==> config.mk <==
export PLATFORM = sky130hd
export DESIGN_NAME = uart_rx
export DESIGN_NICKNAME = d
export VERILOG_FILES = /design/src/rtl/uart_rx.sv
export SDC_FILE = /design/constraint.sdc
export NUM_CORES = 1
export LEC_CHECK = 0
export ABC_AREA = 1
export BUFFER_PORTS_ARGS = -buffer_cell sky130_fd_sc_hd__buf_2
export CORE_ASPECT_RATIO = 0.5
export CORE_MARGIN = 10
export CORE_UTILIZATION = 45
export CTS_CLUSTER_DIAMETER = 40
export DETAILED_ROUTE_END_ITERATION = 10
export HOLD_SLACK_MARGIN = 0.06
export PLACE_DENSITY = 0.69
export SLEW_MARGIN = 20
export SYNTH_ARGS = -nofsm -noshare
export SYNTH_HDL_FRONTEND = slang
export SYNTH_SLANG_ARGS = --single-unit
==> constraint.sdc <==
create_clock -name rx_sclk_i -period 3.4 [get_ports rx_sclk_i]
set_input_delay 0.17 -clock rx_sclk_i [delete_from_list [all_inputs] [get_ports rx_sclk_i]]
set_output_delay 0.17 -clock rx_sclk_i [all_outputs]
set_load 0.05 [all_outputs]
==> src/rtl/uart_rx.sv <==
// uart_rx: serial-to-parallel UART receiver (8N1, optional even parity, 1+ stop bits).
// Latency: pin to rx_pdata_valid_o is 2 + CLKS_PER_BIT/2 + 9*CLKS_PER_BIT + 1 cycles (+CLKS_PER_BIT with parity).
// Backpressure: one-byte output register held until accepted; a good frame arriving while it is full is dropped with an rx_overrun_o pulse.
//
// Optional feature macro: UART_RX_PARITY_EN (adds an even-parity bit after the data bits).
// Ports:
//   rx_sclk_i         receive clock, rising edge
//   rx_srst_n_i       synchronous active-low reset
//   rx_sdata_i        serial line, asynchronous, idles high
//   rx_pdata_ready_i  consumer accepts rx_pdata_o when high with rx_pdata_valid_o
//   rx_pdata_o        received byte, bit 0 = first data bit on the line
//   rx_pdata_valid_o  rx_pdata_o holds an unconsumed byte
//   rx_frame_err_o    one-cycle pulse: bad stop bit (or bad parity)
//   rx_overrun_o      one-cycle pulse: good frame dropped, output still full
//   rx_busy_o         receiver FSM is not idle
module uart_rx #(
    parameter int CLKS_PER_BIT = 16
) (
    input  logic       rx_sclk_i,
    input  logic       rx_srst_n_i,
    input  logic       rx_sdata_i,
    input  logic       rx_pdata_ready_i,
    output logic [7:0] rx_pdata_o,
    output logic       rx_pdata_valid_o,
    output logic       rx_frame_err_o,
    output logic       rx_overrun_o,
    output logic       rx_busy_o
);

    localparam int CW = $clog2(CLKS_PER_BIT);
    localparam logic [CW-1:0] HALF = CW'(CLKS_PER_BIT / 2 - 1);
    localparam logic [CW-1:0] FULL = CW'(CLKS_PER_BIT - 1);

`ifdef UART_RX_PARITY_EN
    typedef enum logic [2:0] {S_IDLE, S_START, S_DATA, S_PARITY, S_STOP} state_t;
`else
    typedef enum logic [2:0] {S_IDLE, S_START, S_DATA, S_STOP} state_t;
`endif

    state_t          state_q, state_d;
    logic            sync1_q, sd_q, prev_q;
    logic [CW-1:0]   cnt_q, cnt_d;
    logic [2:0]      bit_q, bit_d;
    logic [7:0]      shift_q, shift_d;
    logic [7:0]      pdata_q, pdata_d;
    logic            valid_q, valid_d;
    logic            ferr_q, ferr_d;
    logic            ovr_q, ovr_d;
    logic            busy_q;
    logic            frame_ok;
`ifdef UART_RX_PARITY_EN
    logic            par_err_q, par_err_d;
`endif

    always_comb begin
        state_d  = state_q;
        cnt_d    = cnt_q + 1'b1;
        bit_d    = bit_q;
        shift_d  = shift_q;
        pdata_d  = pdata_q;
        // An accepted byte drops valid on the next cycle unless a new one replaces it below.
        valid_d  = valid_q && !rx_pdata_ready_i;
        ferr_d   = 1'b0;
        ovr_d    = 1'b0;
        frame_ok = 1'b0;
`ifdef UART_RX_PARITY_EN
        par_err_d = par_err_q;
`endif
        case (state_q)
            S_IDLE: begin
                cnt_d = '0;
                // Falling edge only: a line stuck low never starts a frame.
                if (prev_q && !sd_q) begin
                    state_d = S_START;
                end
            end
            S_START: begin
                if (cnt_q == HALF) begin
                    cnt_d = '0;
                    bit_d = '0;
                    state_d = sd_q ? S_IDLE : S_DATA;
`ifdef UART_RX_PARITY_EN
                    par_err_d = 1'b0;
`endif
                end
            end
            S_DATA: begin
                if (cnt_q == FULL) begin
                    cnt_d   = '0;
                    shift_d = {sd_q, shift_q[7:1]};
                    bit_d   = bit_q + 3'd1;
                    if (bit_q == 3'd7) begin
`ifdef UART_RX_PARITY_EN
                        state_d = S_PARITY;
`else
                        state_d = S_STOP;
`endif
                    end
                end
            end
`ifdef UART_RX_PARITY_EN
            S_PARITY: begin
                if (cnt_q == FULL) begin
                    cnt_d     = '0;
                    par_err_d = ^{sd_q, shift_q};
                    state_d   = S_STOP;
                end
            end
`endif
            S_STOP: begin
                if (cnt_q == FULL) begin
                    cnt_d   = '0;
                    state_d = S_IDLE;
`ifdef UART_RX_PARITY_EN
                    frame_ok = sd_q && !par_err_q;
`else
                    frame_ok = sd_q;
`endif
                    ferr_d = !frame_ok;
                end
            end
            default: state_d = S_IDLE;
        endcase

        if (frame_ok) begin
            // Full-and-ready in the same cycle swaps bytes with no overrun.
            if (!valid_q || rx_pdata_ready_i) begin
                pdata_d = shift_q;
                valid_d = 1'b1;
            end else begin
                ovr_d = 1'b1;
            end
        end
    end

    always_ff @(posedge rx_sclk_i) begin
        if (!rx_srst_n_i) begin
            state_q <= S_IDLE;
            sync1_q <= 1'b1;
            sd_q    <= 1'b1;
            prev_q  <= 1'b1;
            cnt_q   <= '0;
            bit_q   <= '0;
            shift_q <= '0;
            pdata_q <= '0;
            valid_q <= 1'b0;
            ferr_q  <= 1'b0;
            ovr_q   <= 1'b0;
            busy_q  <= 1'b0;
`ifdef UART_RX_PARITY_EN
            par_err_q <= 1'b0;
`endif
        end else begin
            state_q <= state_d;
            sync1_q <= rx_sdata_i;
            sd_q    <= sync1_q;
            prev_q  <= sd_q;
            cnt_q   <= cnt_d;
            bit_q   <= bit_d;
            shift_q <= shift_d;
            pdata_q <= pdata_d;
            valid_q <= valid_d;
            ferr_q  <= ferr_d;
            ovr_q   <= ovr_d;
            busy_q  <= (state_d != S_IDLE);
`ifdef UART_RX_PARITY_EN
            par_err_q <= par_err_d;
`endif
        end
    end

    assign rx_pdata_o       = pdata_q;
    assign rx_pdata_valid_o = valid_q;
    assign rx_frame_err_o   = ferr_q;
    assign rx_overrun_o     = ovr_q;
    assign rx_busy_o        = busy_q;

endmodule

* Yosys cells after proc, flatten, opt, wreduce, memory -nomap -nowiden
Index checks and enable logic that the tools add are counted.
** Operators by class
- Equality and inequality tests :: 8
- Add/subtract/negate cells :: 2
- Reductions and logical operators :: 15
- Multiplexer cells :: 18
** Operators with widths (number)
- 3-bit 2-to-1 mux :: 7
- 3-bit one-hot mux with 4 select lines :: 1
- 4-bit one-hot mux with 3 select lines :: 1
- 4-bit 2-to-1 mux :: 2
- 3-bit by 2-bit equality test with 1-bit output, second input constant :: 2
- 3-bit one-hot mux with 2 select lines :: 1
- 2-bit AND reduction :: 3
- 3-bit AND reduction :: 2
- 1-bit 2-to-1 mux :: 5
- 4-bit by 1-bit adder with 4-bit output, second input constant :: 1
- 4-bit by 3-bit equality test with 1-bit output, second input constant :: 1
- 4-bit equality test, second input constant :: 1
- 2-bit inequality test, second input constant :: 2
- 3-bit by 1-bit adder with 3-bit output, second input constant :: 1
- 3-bit by 1-bit equality test with 1-bit output, second input constant :: 1
- 3-bit equality test, second input constant :: 1
- 1-bit zero test :: 3
- 3-bit zero test :: 1
- 3-bit nonzero test :: 1
- 1-bit logical AND :: 2
- 2-bit 2-to-1 mux :: 1
- 2-bit nonzero test :: 1
- 2-bit OR reduction :: 1
- 1-bit logical OR :: 1
** Word-level totals
- Bits of input ports :: 4
- Output and inout bits :: 12
- Word-level logic and storage cells :: 55
- Bits in registers :: 33

* Depth between registers and ports, before layout
- Word-level depth :: 5
- Depth in mapped cells :: 9
- Gate-level depth less buffers :: 9

* Least setup slack after synthesis
Ideal clock, no wire load.
- Kind :: register to register
- Start point :: reg valid_q (netlist: rx_pdata_valid_o)
- End point :: reg pdata_q[0] (netlist: rx_pdata_o[0])
- Period minus slack after synthesis :: 1.298 ns
- Path buffers :: 1
- Setup time :: 0.064 ns
- Arrival :: 1.234 ns
- Required time :: 3.336 ns
- Path slack :: 2.102 ns
- Cell stages (with the launch flop) :: 6
- Path through :: dfxtp_1 -> nand2_1 -> buf_1 -> nand4_1 -> nand2_1 -> nor2_1
** Between the ends
- Longest elaborated chain between the ends :: 3
** Ends and longest elaborated chain
- start, declared :: RTL line 46 : logic valid_q, valid_d;
- start signal, assigned :: RTL line 162 : valid_q <= valid_d;
- 1-bit zero test :: RTL line 127 : if (!valid_q || rx_pdata_ready_i) begin
- 1-bit logical OR :: RTL line 127
- 2-bit AND reduction (no line)
- end signal, assigned :: RTL line 161 : pdata_q <= pdata_d;
- end, declared :: RTL line 45 : logic [7:0] pdata_q, pdata_d;
Every way passes these cells.
A chain may end at the register's enable or synchronous reset.

* Final worst setup path
- Start point :: reg cnt_q[0]
- End point :: reg cnt_q[3]
** Between the ends
- Longest elaborated chain between the ends :: 3
- Elaborated cells on any way between the ends :: 6
- Those cells by class :: add/sub: 1; eq/ne: 2; mux: 3
** Ends and longest elaborated chain
- start, declared :: RTL line 42 : logic [CW-1:0] cnt_q, cnt_d;
- start signal, assigned :: RTL line 158 : cnt_q <= cnt_d;
- 4-bit by 1-bit adder with 4-bit output (tied with other cells) :: RTL line 57 : cnt_d = cnt_q + 1'b1;
- 4-bit 2-to-1 mux, on equally long branches :: RTL line 88, 111, 78
- 4-bit one-hot mux with 3 select lines * :: RTL line 69 : case (state_q)
Mark *: on every way between the ends. The rest lies on a longest branch, timed or not.

==> results.py <==
metrics = {
    "finish": {
        "nNetsFinal": 212,
        "mostFrequentLayoutCell": "inv_1",
        "n_antenna_cell": 0,
        "multi_input_area_sq_um": 567,
        "fillers": 287,
        "syn_to_final_growth_pct": 12.9,
        "final_cell_mix": "inv_1, nand2_1, dfxtp_1, nor2_1, buf_2",
        "drive_above_1_share_pct": 16.1,
        "ff_latch_area_sq_um": 661,
    },
    "route": {
        "drt_iter0_markers": 12,
        "routedWlPerCell_um": 10.1,
        "wl_mm": 2.48,
        "routed-via-count": 1088,
        "route.antenna.remaining_nets": 0,
        "dr.pass1.iters": 4,
        "via_per_inst": 4.44,
        "route.detailed.drc": 0,
    },
    "setup_path": {
        "crit_chain": "ha_1 > nand2_2 > clkinv_2 > nand2_4 > nand2_1 > nand2_1 > o21ai_0 > nor2_1",
        "worstPathRequired_ps": 3560,
        "crit_path_top_delay_cell": "dfxtp_1",
        "path_max_fanout": 4,
        "crit_arrival_ps": 1620,
        "slowest_delay_ps": 350,
        "cp-start-kind": "flip-flop",
        "cp_common_cell": "nand2_1",
        "critPathCaptureType": "flip-flop",
        "worstSetupPathType": "reg -> reg",
    },
    "die": {
        "ios": 16,
        "core_area_sq_um": 3000,
        "die_x_um": 99.0,
        "dieArea_sq_um": 5890,
        "rows": 14,
        "initial_core_util_pct": 46.9,
        "die_h_um": 59.5,
    },
    "global_routing": {
        "grt_max_degree": 25,
        "grtUsageTotal_pct": 9.06,
        "grt_pass1_wl_mm": 4.26,
        "grt_pass1_vias": 1023,
        "grt-ovfl-total": 0,
        "antenna_found_initial": 0,
    },
    "power_and_ir_drop": {
        "ir_worst_vdd_mv": 0.233,
        "p_leak_nw": 0.759,
        "power.density_nw_per_um2": 445,
    },
    "synthesis": {
        "synth_top_family_by_area": "simple AND/OR/NAND/NOR gates",
        "syn_inst": 188,
        "yosys-mux-area-fraction_pct": 0,
        "synth_cell_types": 26,
        "yosysTopAreaCell": "dfxtp_1",
        "synth_seq_area_share_pct": 47.0,
        "synth_compound_area_share_pct": 7.84,
        "synth_top_area_share_pct": 47.0,
        "syn_area_per_cell_sq_um": 7.47,
        "yosys.area_share.simple_pct": 28.9,
        "synth_adder_area_share_pct": 2.67,
        "synth_xor_area_share_pct": 0.623,
        "syn_area_sq_um": 1410,
        "synth_nets": 195,
        "ys_ff_latch": 33,
        "ys.warnings.count": 0,
        "synth_area_leaders": "dfxtp_1, inv_1, nand2_1",
    },
    "clock_network": {
        "clockRootBuffer": "clkbuf_8",
        "postCtsSetupRepairBufs": 0,
        "cts_resized": 0,
        "cts_buffers": 5,
        "htree_num_levels": 2,
        "clk_latency_ps": 290,
        "clk_path_buf_depth": 2,
        "cts_hold_repair.buffers": 0,
        "cts_tree": "built",
        "cts.sinks": 33,
        "cts.clk_slew.worst_paths_ps": 60,
    },
    "hold_path": {
        "hold_path.class": "in -> reg",
    },
    "place": {
        "dpl_worst_slack_ps": 1920,
        "port_buffers": 15,
        "gp_congestion": 0.879,
        "place_hpwl_mm": 1.82,
    },
    "timing": {
        "setup_slack_ps": 1950,
        "setup_viol": 0,
        "skew_ps": 4.24,
        "hold_violations": 0,
        "rsz0062_at_grt": "false",
        "period_needed_ps": 1450,
        "fin_crit_sh_pct": 42.7,
        "tns_ps": 0,
        "final-max-slew-violation-count": 0,
        "max_freq_mhz": 688,
    },
    "run": {
        "maxCapViolCount": 0,
    },
    "status": {
        "run_status": "finished, final reports clean",
    },
}
through the flow:
step	instances	area (sq um)	hold WS [ps]	power [mW]	util, %
detailed placement	238	1500	360	0.422	50.1
floorplan	188	1410	260	0.416	-
global placement	238	1500	357	0.421	50.1
global route	245	1590	79.8	0.735	53.0
finish	245	1590	69.9	0.705	53.0
CTS	245	1590	62.2	0.716	53.0
per-layer routing:
| metal | routed length [um] | up-vias | track usage [%] |
|---|---|---|---|
| met2 | 1080 | 19 | 14.5 |
| met3 | 152 | 6 | 3.61 |
| met4 | 55 | 0 | 6.69 |
| met5 | 0 | - | 0 |
| met1 | 1190 | 456 | 9.73 |
| li1 | - | 607 | - |
state kept, by name, summed over array words and instances (netlist names):
name              cells
sd_q                  1
rx_pdata_o            8
shift_q               8
rx_overrun_o          1
rx_pdata_valid_o      1
rx_busy_o             1
prev_q                1
sync1_q               1
bit_q                 3
cnt_q                 4
rx_frame_err_o        1
state_q               3
critical path, delay by kind of cell (launching register included):
family	cells	cell delay [ps]
AOI/OAI and AO/OA	1	310
buffers and inverters	1	90
adders and majority gates	1	180
and+or+nand+nor	5	400
DFF	1	350
cell type report:
| type | instances | area share [%] |
|---|---|---|
| clock buffers | 7 | 5.44 |
| inverters | 39 | 9.31 |
| multi-input cells | 111 | 35.7 |
| flip-flops and latches | 33 | 41.6 |
| well taps | 40 | 3.15 |
| repair buffers | 15 | 4.73 |
cells in the mapped netlist:
cell type,count
o21ai_0,10
conb_1,1
xor2_1,1
clkinv_2,1
nand3_4,1
or2_2,2
buf_6,1
o21ai_1,2
nand2_4,1
nor2_1,24
nand4_1,8
nor2_8,1
inv_1,37
nand2_2,2
nor4_1,1
a21oi_1,10
nor2_2,2
inv_2,1
buf_4,1
nor3_1,2
nor2_4,1
nand2_1,34
nand3_1,5
dfxtp_1,33
ha_1,3
buf_1,3
worst paths after layout:
path / start / end / slack (ps) / depth (start not counted)
hold / removal: rx_sdata_i / sync1_q / 70 / 2
hold reg to reg: sync1_q / sd_q / 410 / 1
setup / recovery: cnt_q[0] / cnt_q[3] / 1950 / 8
setup reg to reg: cnt_q[0] / cnt_q[3] / 1950 / 8
power by group:
part           leakage (nW)  total [mW]  switching (mW)  internal, mW
clock network        0.0443       0.292           0.132         0.160
logic                 0.448      0.0205          0.0137       0.00672
registers             0.267       0.392         0.00185         0.391
kinds of logic (layout without fill, tap and decap cells):
logic type / count (synthesis) / in the layout
buffers and inverters: 44 / 61
other: 1 / 1
flip-flops: 33 / 33
adder cells (fa/ha/maj): 3 / 3
AND/OR/NAND/NOR: 84 / 84
XOR/XNOR: 1 / 1
AO/OA/AOI/OAI: 22 / 22
Note: power is estimated with default switching activity, not from simulation.
